<file path="src/rtl/fetch_decode_pipe_reg.sv">
// Fetch->Decode pipeline register: main entry M drives decode, skid entry S absorbs
// the one word accepted while decode stalls, so in_ready can come straight from a flop.
module fetch_decode_pipe_reg #(
    parameter int                 INSTR_W   = 16,
    parameter int                 PC_W      = 16,
    parameter logic [INSTR_W-1:0] NOP_INSTR = '0,
    parameter int                 CNT_W     = 16
) (
    input  logic               clk,
    input  logic               rst,
    input  logic               in_valid,
    output logic               in_ready,
    input  logic [INSTR_W-1:0] in_instr,
    input  logic [PC_W-1:0]    in_pc,
    input  logic               flush,
    output logic               out_valid,
    input  logic               out_ready,
    output logic [INSTR_W-1:0] out_instr,
    output logic [PC_W-1:0]    out_pc,
    output logic [CNT_W-1:0]   stall_cnt
);

    logic               m_valid_q, m_valid_d;
    logic [INSTR_W-1:0] m_instr_q, m_instr_d;
    logic [PC_W-1:0]    m_pc_q,    m_pc_d;
    logic               s_valid_q, s_valid_d;
    logic [INSTR_W-1:0] s_instr_q, s_instr_d;
    logic [PC_W-1:0]    s_pc_q,    s_pc_d;
    logic [CNT_W-1:0]   stall_q,   stall_d;

    logic accept;
    logic deliver;

    // in_ready depends only on skid occupancy, never on out_ready
    assign in_ready = !s_valid_q;
    assign accept   = in_valid && !s_valid_q;
    assign deliver  = m_valid_q && out_ready;

    always_comb begin
        m_valid_d = m_valid_q;
        m_instr_d = m_instr_q;
        m_pc_d    = m_pc_q;
        s_valid_d = s_valid_q;
        s_instr_d = s_instr_q;
        s_pc_d    = s_pc_q;

        if (flush) begin
            m_valid_d = 1'b0;
            s_valid_d = 1'b0;
        end else if (deliver) begin
            if (s_valid_q) begin
                m_valid_d = 1'b1;
                m_instr_d = s_instr_q;
                m_pc_d    = s_pc_q;
                s_valid_d = accept;
                if (accept) begin
                    s_instr_d = in_instr;
                    s_pc_d    = in_pc;
                end
            end else begin
                m_valid_d = accept;
                if (accept) begin
                    m_instr_d = in_instr;
                    m_pc_d    = in_pc;
                end
            end
        end else if (!m_valid_q) begin
            if (accept) begin
                m_valid_d = 1'b1;
                m_instr_d = in_instr;
                m_pc_d    = in_pc;
            end
        end else if (accept) begin
            // decode is stalled on M: the new word parks behind it in S
            s_valid_d = 1'b1;
            s_instr_d = in_instr;
            s_pc_d    = in_pc;
        end
    end

    always_comb begin
        stall_d = stall_q;
        if (m_valid_q && !out_ready && (stall_q != {CNT_W{1'b1}})) begin
            stall_d = stall_q + CNT_W'(1);
        end
    end

    always_ff @(posedge clk or posedge rst) begin
        if (rst) begin
            m_valid_q <= 1'b0;
            m_instr_q <= '0;
            m_pc_q    <= '0;
            s_valid_q <= 1'b0;
            s_instr_q <= '0;
            s_pc_q    <= '0;
            stall_q   <= '0;
        end else begin
            m_valid_q <= m_valid_d;
            m_instr_q <= m_instr_d;
            m_pc_q    <= m_pc_d;
            s_valid_q <= s_valid_d;
            s_instr_q <= s_instr_d;
            s_pc_q    <= s_pc_d;
            stall_q   <= stall_d;
        end
    end

    assign out_valid = m_valid_q;
    assign out_instr = m_valid_q ? m_instr_q : NOP_INSTR;
    assign out_pc    = m_valid_q ? m_pc_q : '0;
    assign stall_cnt = stall_q;

endmodule

</file>
<file path="config.mk">
export PLATFORM = sky130hd
export DESIGN_NAME = fetch_decode_pipe_reg
export DESIGN_NICKNAME = d
export VERILOG_FILES = /design/src/rtl/fetch_decode_pipe_reg.sv
export SDC_FILE = /design/constraint.sdc
export NUM_CORES = 1
export LEC_CHECK = 0
export CORE_AREA = 5 5 118 120
export DETAILED_ROUTE_END_ITERATION = 10
export DIE_AREA = 0 0 123 125
export PLACE_DENSITY = 0.63
export SETUP_SLACK_MARGIN = 0.1
export SKIP_LAST_GASP = 1
export SYNTH_ARGS = -nofsm -noshare
export SYNTH_HDL_FRONTEND = slang
export SYNTH_SLANG_ARGS = --single-unit
</file>
<file path="constraint.sdc">
create_clock -name clk -period 3.7 [get_ports clk]
set_clock_uncertainty 0.1 [all_clocks]
set_input_delay 0.74 -clock clk [delete_from_list [all_inputs] [get_ports clk]]
set_output_delay 0.74 -clock clk [all_outputs]
set_load 0.02 [all_outputs]
</file>
==> flow_summary.json, run 1 <==
{
  "period_share": 0.807,
  "setup_viol": 0,
  "synth_fp_nets": 344,
  "post-synth-top-count-cell": "dfrtp_1",
  "num_rows": 42,
  "end_kind": "output port",
  "dieWidth_um": 123,
  "io_buffer_count": 86,
  "grt_pass1_vias": 2901,
  "wire_per_inst_um": 16.0,
  "cts_setup_buffers": 0,
  "remaining_drc_errors": 0,
  "setup.worst_path.start_class": "flop",
  "clock_latency_ns": 0.33,
  "antenna_found_initial": 0,
  "hpwlAfterDp_um": 6170,
  "hp-class": "reg2reg",
  "post_drt_via_cell_ratio": 4.82,
  "pwr_density_cell_mw_per_mm2": 523,
  "synth_flop_cell": "dfrtp_1",
  "syn_avg_cell_area_um2": 12.2,
  "period_needed_ns": 2.99,
  "power_frac_comb": 0.198,
  "clk_pin_slew_ns": 0.06,
  "ios": 87,
  "synth.area.top_cells": "dfrtp_1 (55%), mux2_2 (11%), o2bb2ai_1 (6.8%)",
  "syn_to_final_growth_pct": 36.6,
  "fmax_mhz": 335,
  "synth_seq_cells": 82,
  "final_hold_viol_count": 0,
  "synth_top_cell_by_area": "dfrtp_1",
  "core-area_mm2": 0.0129,
  "vdd_drop_max_mv": 0.294,
  "power.static_leakage_nw": 2.02,
  "synth-edff-count": 0,
  "async_flop_share": 1.00,
  "tns_ns": 0,
  "syn_area_mm2": 0.00374,
  "power.total_mw": 2.67,
  "synthTopCellsByCount": "dfrtp_1 (82), mux2_2 (35), and2_1 (33), a22oi_1 (29), o2bb2ai_1 (29)",
  "clock-sinks": 82,
  "status": "completed",
  "yosys_warnings": 0,
  "clock-root-buffer": "clkbuf_16",
  "cap_violations": 0,
  "arrival_ns": 2.15,
  "p_int_mw": 1.96,
  "relSlewSlack": 0.425,
  "synth_top_area_frac": 0.548,
  "switching_share": 0.265,
  "die_h_um": 125,
  "grt_max_degree": 46,
  "crit_fanout": 21,
  "ctsHoldBuffers": 0,
  "power_switching_mw": 0.708,
  "seqPwrFrac": 0.455,
  "ctsResizeCount": 0,
  "gp_congestion": 0.834,
  "utilization": 0.397,
  "path_class": "reg2out",
  "grt-ovfl-total": 0,
  "wl_um": 9080,
  "p_clk_frac": 0.348,
  "htree_num_levels": 3,
  "cts_inserted_buffers": 9,
  "rsz0062_at_grt": "false",
  "grt.total_usage": 0.122,
  "initial_core_util": 0.291,
  "vias": 2745,
  "drive_gt1_frac": 0.165,
  "place_ws_ns": 0.665,
  "cts_tree": "done",
  "clockBufferDepth": 2,
  "grt_pass1_wl_um": 15000,
  "worstPathRequired_ns": 2.86,
  "antennaDiodeCount": 0,
  "synth-seq-area-share": 0.548,
  "dieArea_mm2": 0.0154,
  "layout.nets": 427,
  "drt_iter0_markers": 213,
  "drtAntennaViolNets": 0,
  "final_max_slew_viol_count": 0,
  "dr.pass1.iters": 4,
  "syn_inst": 306,
  "synth_cell_types": 42,
  "timing.final.ws_setup_ns": 0.714,
  "max_slew.worst_pin.slew_ns": 0.859
}
==> worst max-delay path, stage by stage, from the launching register on <==
cell and delay, ns:
dfrtp_1 0.68, buf_4 0.32, and2_1 0.20, clkdlybuf4s50_1 0.61
==> registers in the layout, indices dropped and copies added (netlist names) <==
signal	flops
m_instr_q	16
m_pc_q	16
out_valid	1
s_instr_q	16
s_pc_q	16
s_valid_q	1
stall_cnt	16
==> metal layers <==
metal  wire length, µm  GRT usage  vias up
met1              3980      0.156     1360
li1                  -          -     1307
met5                 0          0        -
met3               666     0.0452        6
met2              4360      0.197       72
met4                64     0.0261        0
==> layout make-up <==
cell class,count,area (µm²)
sequential,82,2050
clock buffer,10,229
fill,1230,7760
inverter,5,20.0
tap,176,220
clock inverter,5,80.1
timing repair buffer,91,911
multi-input combinational,200,1600
==> metrics by stage <==
step / hold slack (ns) / instance area (µm²) / std cells
2_1_floorplan: 0.348 / 3740 / 306
3_3_place_gp: 0.365 / 4800 / 554
4_1_cts: 0.384 / 5110 / 569
3_5_place_dp: 0.366 / 4800 / 554
5_1_grt: 0.394 / 5110 / 569
6_report: 0.379 / 5110 / 569
==> power groups by stage <==
stage	Sequential (mW)	Clock, mW	Combinational [mW]
final	1.21	0.929	0.529
after detailed placement	1.23	0	0.536
after floorplan	1.22	0	0.296
after CTS	1.21	0.955	0.539
after global placement	1.22	0	0.520
after global routing	1.24	0.991	0.578
==> kinds of logic after synthesis <==
family          after synthesis  share of synthesized area
compound gates               86                      0.173
fa+ha+maj                     1                    0.00334
simple gates                 69                      0.117
xor+xnor                      7                     0.0164
buf+inv                      24                     0.0307
mux                          37                      0.111
flops                        82                      0.548
==> worst paths after layout <==
kind | from | to | slack (ns) | cells past startpoint
worst max-delay path | out_valid | out_instr[7] | 0.71 | 3
worst min-delay path | m_pc_q[6] | m_pc_q[6] | 0.38 | 1
worst max register to register | out_valid | s_pc_q[5] | 1.10 | 6
worst min register to register | m_pc_q[6] | m_pc_q[6] | 0.38 | 1
max in group asynchronous | rst | s_instr_q[8] | 2.04 | 3
min in group asynchronous | rst | stall_cnt[14] | 0.77 | 2
==> cells in the final DEF (no fill, tap or decap), drive strengths merged, types with 4 or more instances in the layout <==
cell / netlist / layout
buf: 12 / 5
nand4: 4 / 4
a21oi: 7 / 7
clkbuf: 7 / 10
nand2: 4 / 4
o21ai: 8 / 8
inv: 5 / 4
dfrtp: 82 / 82
and2: 33 / 33
clkdlybuf4s50: 0 / 86
a22oi: 29 / 29
nor2: 4 / 4
xnor2: 4 / 4
nand3: 8 / 8
mux2: 37 / 37
o2bb2ai: 29 / 29
Power figures use the tool's default switching activity.
==> run 2: changes to the inputs <==
--- a/config.mk
+++ b/config.mk
@@ -8,7 +8,7 @@
 export CORE_AREA = 5 5 118 120
 export DETAILED_ROUTE_END_ITERATION = 10
 export DIE_AREA = 0 0 123 125
-export PLACE_DENSITY = 0.63
+export PLACE_DENSITY = 0.65
 export SETUP_SLACK_MARGIN = 0.1
 export SKIP_LAST_GASP = 1
 export SYNTH_ARGS = -nofsm -noshare
==> constraint.sdc (replaced) <==
create_clock -name clk -period 2.7 [get_ports clk]
set_clock_uncertainty 0.1 [all_clocks]
set_input_delay 0.54 -clock clk [delete_from_list [all_inputs] [get_ports clk]]
set_output_delay 0.54 -clock clk [all_outputs]
set_load 0.02 [all_outputs]
==> flow_summary.json, run 2 (same netlist as run 1, synthesis figures left out) <==
{
  "relSlewSlack": 0.645,
  "rsz0062_at_grt": "false",
  "cts_inserted_buffers": 9,
  "dieWidth_um": 123,
  "worstRegToRegCells": 6,
  "worstPathRequired_ns": 2.06,
  "period_share": 0.864,
  "status": "completed",
  "grt_max_degree": 37,
  "utilization": 0.403,
  "clock-root-buffer": "clkbuf_16",
  "cap_violations": 0,
  "fmax_mhz": 428,
  "antenna_found_initial": 0,
  "initial_core_util": 0.291,
  "final_cell_mix": "clkdlybuf4s50_1 (86), dfrtp_1 (82), mux2_2 (35), and2_1 (33)",
  "layout.nets": 435,
  "final_hold_viol_count": 0,
  "path_class": "reg2out",
  "period_needed_ns": 2.33,
  "clock_latency_ns": 0.33,
  "io_buffer_count": 86,
  "arrival_ns": 1.69,
  "ctsResizeCount": 0,
  "drtAntennaViolNets": 0,
  "pwr_density_cell_mw_per_mm2": 708,
  "hold_path_end": "m_pc_q[3]",
  "holdPathStages": 1,
  "ctsHoldBuffers": 0,
  "clock-sinks": 82,
  "drt_iter0_markers": 216,
  "die_h_um": 125,
  "grt_pass1_vias": 2955,
  "p_clk_frac": 0.344,
  "power_switching_mw": 1.02,
  "post_drt_via_cell_ratio": 4.79,
  "antennaDiodeCount": 0,
  "core-area_mm2": 0.0129,
  "cpPeakStageDelay_ns": 0.62,
  "gp_congestion": 0.867,
  "ios": 87,
  "num_rows": 42,
  "max_slew.worst_pin.slew_ns": 0.528,
  "ff2ff_setup_slack_ns": 0.69,
  "min_from": "m_pc_q[3]",
  "drive_gt1_frac": 0.187,
  "fill_cells": 1235,
  "placed_area_mm2": 0.00488,
  "final_max_slew_viol_count": 0,
  "dr.pass1.iters": 4,
  "clockBufferDepth": 2,
  "htree_num_levels": 3,
  "timing.rr.end": "s_pc_q[7]",
  "power.static_leakage_nw": 2.06,
  "cp_num_buf_inv": 2,
  "dieArea_mm2": 0.0154,
  "cts_setup_buffers": 0,
  "setup.worst_path.start_class": "flop",
  "crit_fanout": 24,
  "syn_to_final_growth_pct": 38.6,
  "mostFrequentLayoutCell": "clkdlybuf4s50_1",
  "seqPwrFrac": 0.453,
  "power_frac_comb": 0.203,
  "tns_ns": 0,
  "grt_pass1_wl_um": 15200,
  "end_kind": "output port",
  "p_int_mw": 2.65,
  "setup_viol": 0,
  "clk_pin_slew_ns": 0.06,
  "regToRegStartpoint": "out_valid",
  "wl_um": 9260,
  "crit_family": "buffers and inverters",
  "vdd_drop_max_mv": 0.345,
  "hp-class": "reg2reg",
  "design_area_mm2": 0.00519,
  "cpMaxStageDelayCell": "clkdlybuf4s50_1",
  "cts_tree": "done",
  "grt-ovfl-total": 0,
  "switching_share": 0.278,
  "vias": 2770,
  "grt.total_usage": 0.123,
  "wire_per_inst_um": 16.0,
  "remaining_drc_errors": 0,
  "crit_chain": "buf_4 -> and2_1 -> clkdlybuf4s50_1",
  "hpwlAfterDp_um": 6440,
  "fin_hold_ws_ns": 0.385
}
## run 2: layout make-up
| cell class | count | area [µm²] | area share |
|---|---|---|---|
| sequential | 82 | 2050 | 0.395 |
| tap | 176 | 220 | 0.0424 |
| clock buffer | 10 | 239 | 0.0460 |
| timing repair buffer | 99 | 996 | 0.192 |
| multi-input combinational | 200 | 1590 | 0.306 |
| clock inverter | 6 | 72.6 | 0.0140 |
| inverter | 5 | 22.5 | 0.00434 |
## run 2: power groups by stage
stage	Clock (mW)	Combinational (mW)	Sequential, mW
after detailed placement	0	0.752	1.68
after floorplan	0	0.407	1.68
final	1.26	0.744	1.67
after CTS	1.31	0.759	1.67
after global placement	0	0.725	1.67
after global routing	1.35	0.812	1.71
## run 2: per-layer routing
metal	vias to the layer above	wire [µm]	track usage
li1	1333	-	-
met4	0	115	0.0358
met2	60	4380	0.194
met5	-	0	0
met3	11	490	0.0361
met1	1366	4270	0.163
## run 2: stage by stage
stage / total power, mW / setup slack [ns] / cells
global placement: 2.40 / 0.371 / 562
global route: 3.87 / 0.257 / 578
floorplan: 2.08 / 0.803 / 306
CTS: 3.73 / 0.322 / 578
finish: 3.67 / 0.366 / 578
detailed placement: 2.43 / 0.339 / 562
## run 2: how the worst max path moves through the flow
stage	startpoint	to	slack [ns]	cells after the start
after global placement	out_ready	s_pc_q[4]	0.37	6
after floorplan	stall_cnt[0]	stall_cnt[1]	0.80	5
after CTS	out_valid	out_instr[4]	0.32	3
after global routing	out_valid	out_instr[4]	0.26	3
final	out_valid	out_instr[4]	0.37	3
after detailed placement	out_ready	s_pc_q[7]	0.34	6
==> run 3: changes to the inputs <==
--- a/config.mk
+++ b/config.mk
@@ -8,7 +8,8 @@
 export CORE_AREA = 5 5 118 120
 export DETAILED_ROUTE_END_ITERATION = 10
 export DIE_AREA = 0 0 123 125
-export PLACE_DENSITY = 0.65
+export DONT_BUFFER_PORTS = 1
+export PLACE_DENSITY = 0.56
 export SETUP_SLACK_MARGIN = 0.1
 export SKIP_LAST_GASP = 1
 export SYNTH_ARGS = -nofsm -noshare
==> flow_summary.json, run 3 (same netlist as run 1, synthesis figures left out) <==
{
  "cap_violations": 0,
  "status": "completed",
  "power.static_leakage_nw": 1.71,
  "clock-sinks": 82,
  "vias": 2479,
  "crit_chain": "nor2b_2 -> buf_4 -> nand2_1 -> nor2_4 -> buf_4 -> mux2_2",
  "cp_common_cell": "buf_4",
  "p_int_mw": 2.56,
  "gp_congestion": 0.871,
  "clock_latency_ns": 0.34,
  "clock-root-buffer": "clkbuf_16",
  "layout.nets": 344,
  "crit_cells": 6,
  "wire_per_inst_um": 18.5,
  "remaining_drc_errors": 0,
  "fin_hold_ws_ns": 0.0892,
  "power.total_mw": 3.48,
  "final_hold_viol_count": 0,
  "ctsHoldBuffers": 0,
  "hpwlAfterDp_um": 6050,
  "wl_um": 9020,
  "grt-ovfl-total": 0,
  "pwr_density_cell_mw_per_mm2": 815,
  "worstPathRequired_ns": 2.82,
  "cpMaxStageDelayCell": "dfrtp_1",
  "vdd_drop_max_mv": 0.356,
  "grt_pass1_wl_um": 14800,
  "drtAntennaViolNets": 0,
  "place_ws_ns": 0.455,
  "final_cell_mix": "dfrtp_1 (82), mux2_2 (35), and2_1 (33), a22oi_1 (29), o2bb2ai_1 (29)",
  "multi_input_area_mm2": 0.00159,
  "timing.final.ws_setup_ns": 0.608,
  "fill_cells": 1300,
  "cts_tree": "done",
  "p_clk_frac": 0.374,
  "clockBufferDepth": 2,
  "io_buffer_count": 0,
  "path_class": "reg2reg",
  "antenna_found_initial": 0,
  "max_slew.worst_pin.slew_ns": 0.755,
  "cts_inserted_buffers": 9,
  "ff_latch_area_mm2": 0.00205,
  "end_kind": "flop",
  "seqPwrFrac": 0.490,
  "relSlewSlack": 0.495,
  "post_drt_via_cell_ratio": 5.09,
  "initial_core_util": 0.291,
  "ctsResizeCount": 0,
  "period_needed_ns": 2.09,
  "die_h_um": 125,
  "power_frac_comb": 0.135,
  "worstRegToRegCells": 6,
  "tns_ns": 0,
  "dr.pass1.iters": 4,
  "dieWidth_um": 123,
  "design_area_mm2": 0.00427,
  "grt.total_usage": 0.124,
  "fmax_mhz": 478,
  "final_max_slew_viol_count": 0,
  "arrival_ns": 2.21,
  "cts_setup_buffers": 0,
  "rsz0062_at_grt": "false",
  "antennaDiodeCount": 0,
  "htree_num_levels": 3,
  "grt_max_degree": 51,
  "placed_area_mm2": 0.00396,
  "dieArea_mm2": 0.0154,
  "drt_iter0_markers": 137,
  "setup_viol": 0,
  "cp_num_buf_inv": 2,
  "setup.worst_path.start_class": "flop",
  "crit_fanout": 30,
  "syn_to_final_growth_pct": 14.0,
  "period_share": 0.775,
  "core-area_mm2": 0.0129,
  "num_rows": 42,
  "grt_pass1_vias": 2623,
  "power_switching_mw": 0.920,
  "crit_family": "buffers and inverters",
  "cpPeakStageDelay_ns": 0.43,
  "mostFrequentLayoutCell": "dfrtp_1",
  "drive_gt1_frac": 0.212,
  "ios": 87,
  "hp-class": "in2async",
  "clk_pin_slew_ns": 0.06,
  "switching_share": 0.264
}
==> run 3: cell types whose count changed in the layout (fill, tap and decap cells not counted), moves of 2 or more <==
| cell | before | now |
|---|---|---|
| clkbuf_1 | 0 | 4 |
| inv_6 | 3 | 0 |
| clkdlybuf4s50_1 | 86 | 0 |
| buf_4 | 10 | 7 |
| buf_12 | 3 | 1 |
==> run 3: metrics by stage <==
stage	util	cells
2_1_floorplan	-	306
3_3_place_gp	0.307	471
3_5_place_dp	0.307	471
4_1_cts	0.332	487
5_1_grt	0.332	487
6_report	0.332	487
==> run 3: path summary, 6_finish.rpt <==
kind / startpoint / to / slack (ns)
max: s_valid_q / s_pc_q[8] / 0.61
min: rst / m_instr_q[2] / 0.09
max reg2reg: s_valid_q / s_pc_q[8] / 0.61
min reg2reg: m_pc_q[10] / m_pc_q[10] / 0.38
max in group asynchronous: rst / s_pc_q[4] / 1.71
min in group clk: flush / out_valid / 0.16
==> run 3: power by group through the flow <==
stage / clock network (mW) / logic, mW / registers [mW]
3_3_place_gp: 0 / 0.468 / 1.72
4_1_cts: 1.35 / 0.484 / 1.71
6_report: 1.30 / 0.471 / 1.71
5_1_grt: 1.40 / 0.529 / 1.74
2_1_floorplan: 0 / 0.407 / 1.68
3_5_place_dp: 0 / 0.486 / 1.72
==> run 3: area by class of cell <==
type,instances,area share
flip-flops and latches,82,0.481
multi-input cells,200,0.372
clock buffers,14,0.0595
well taps,176,0.0516
repair buffers,8,0.0170
clock inverters,2,0.0141
inverters,5,0.00527
==> run 3: metal layers <==
metal | vias to the layer above | track usage | wire (µm)
met1 | 1260 | 0.155 | 3860
met2 | 63 | 0.190 | 4200
li1 | 1146 | - | -
met5 | - | 0 | 0
met3 | 10 | 0.0565 | 811
met4 | 0 | 0.0450 | 146
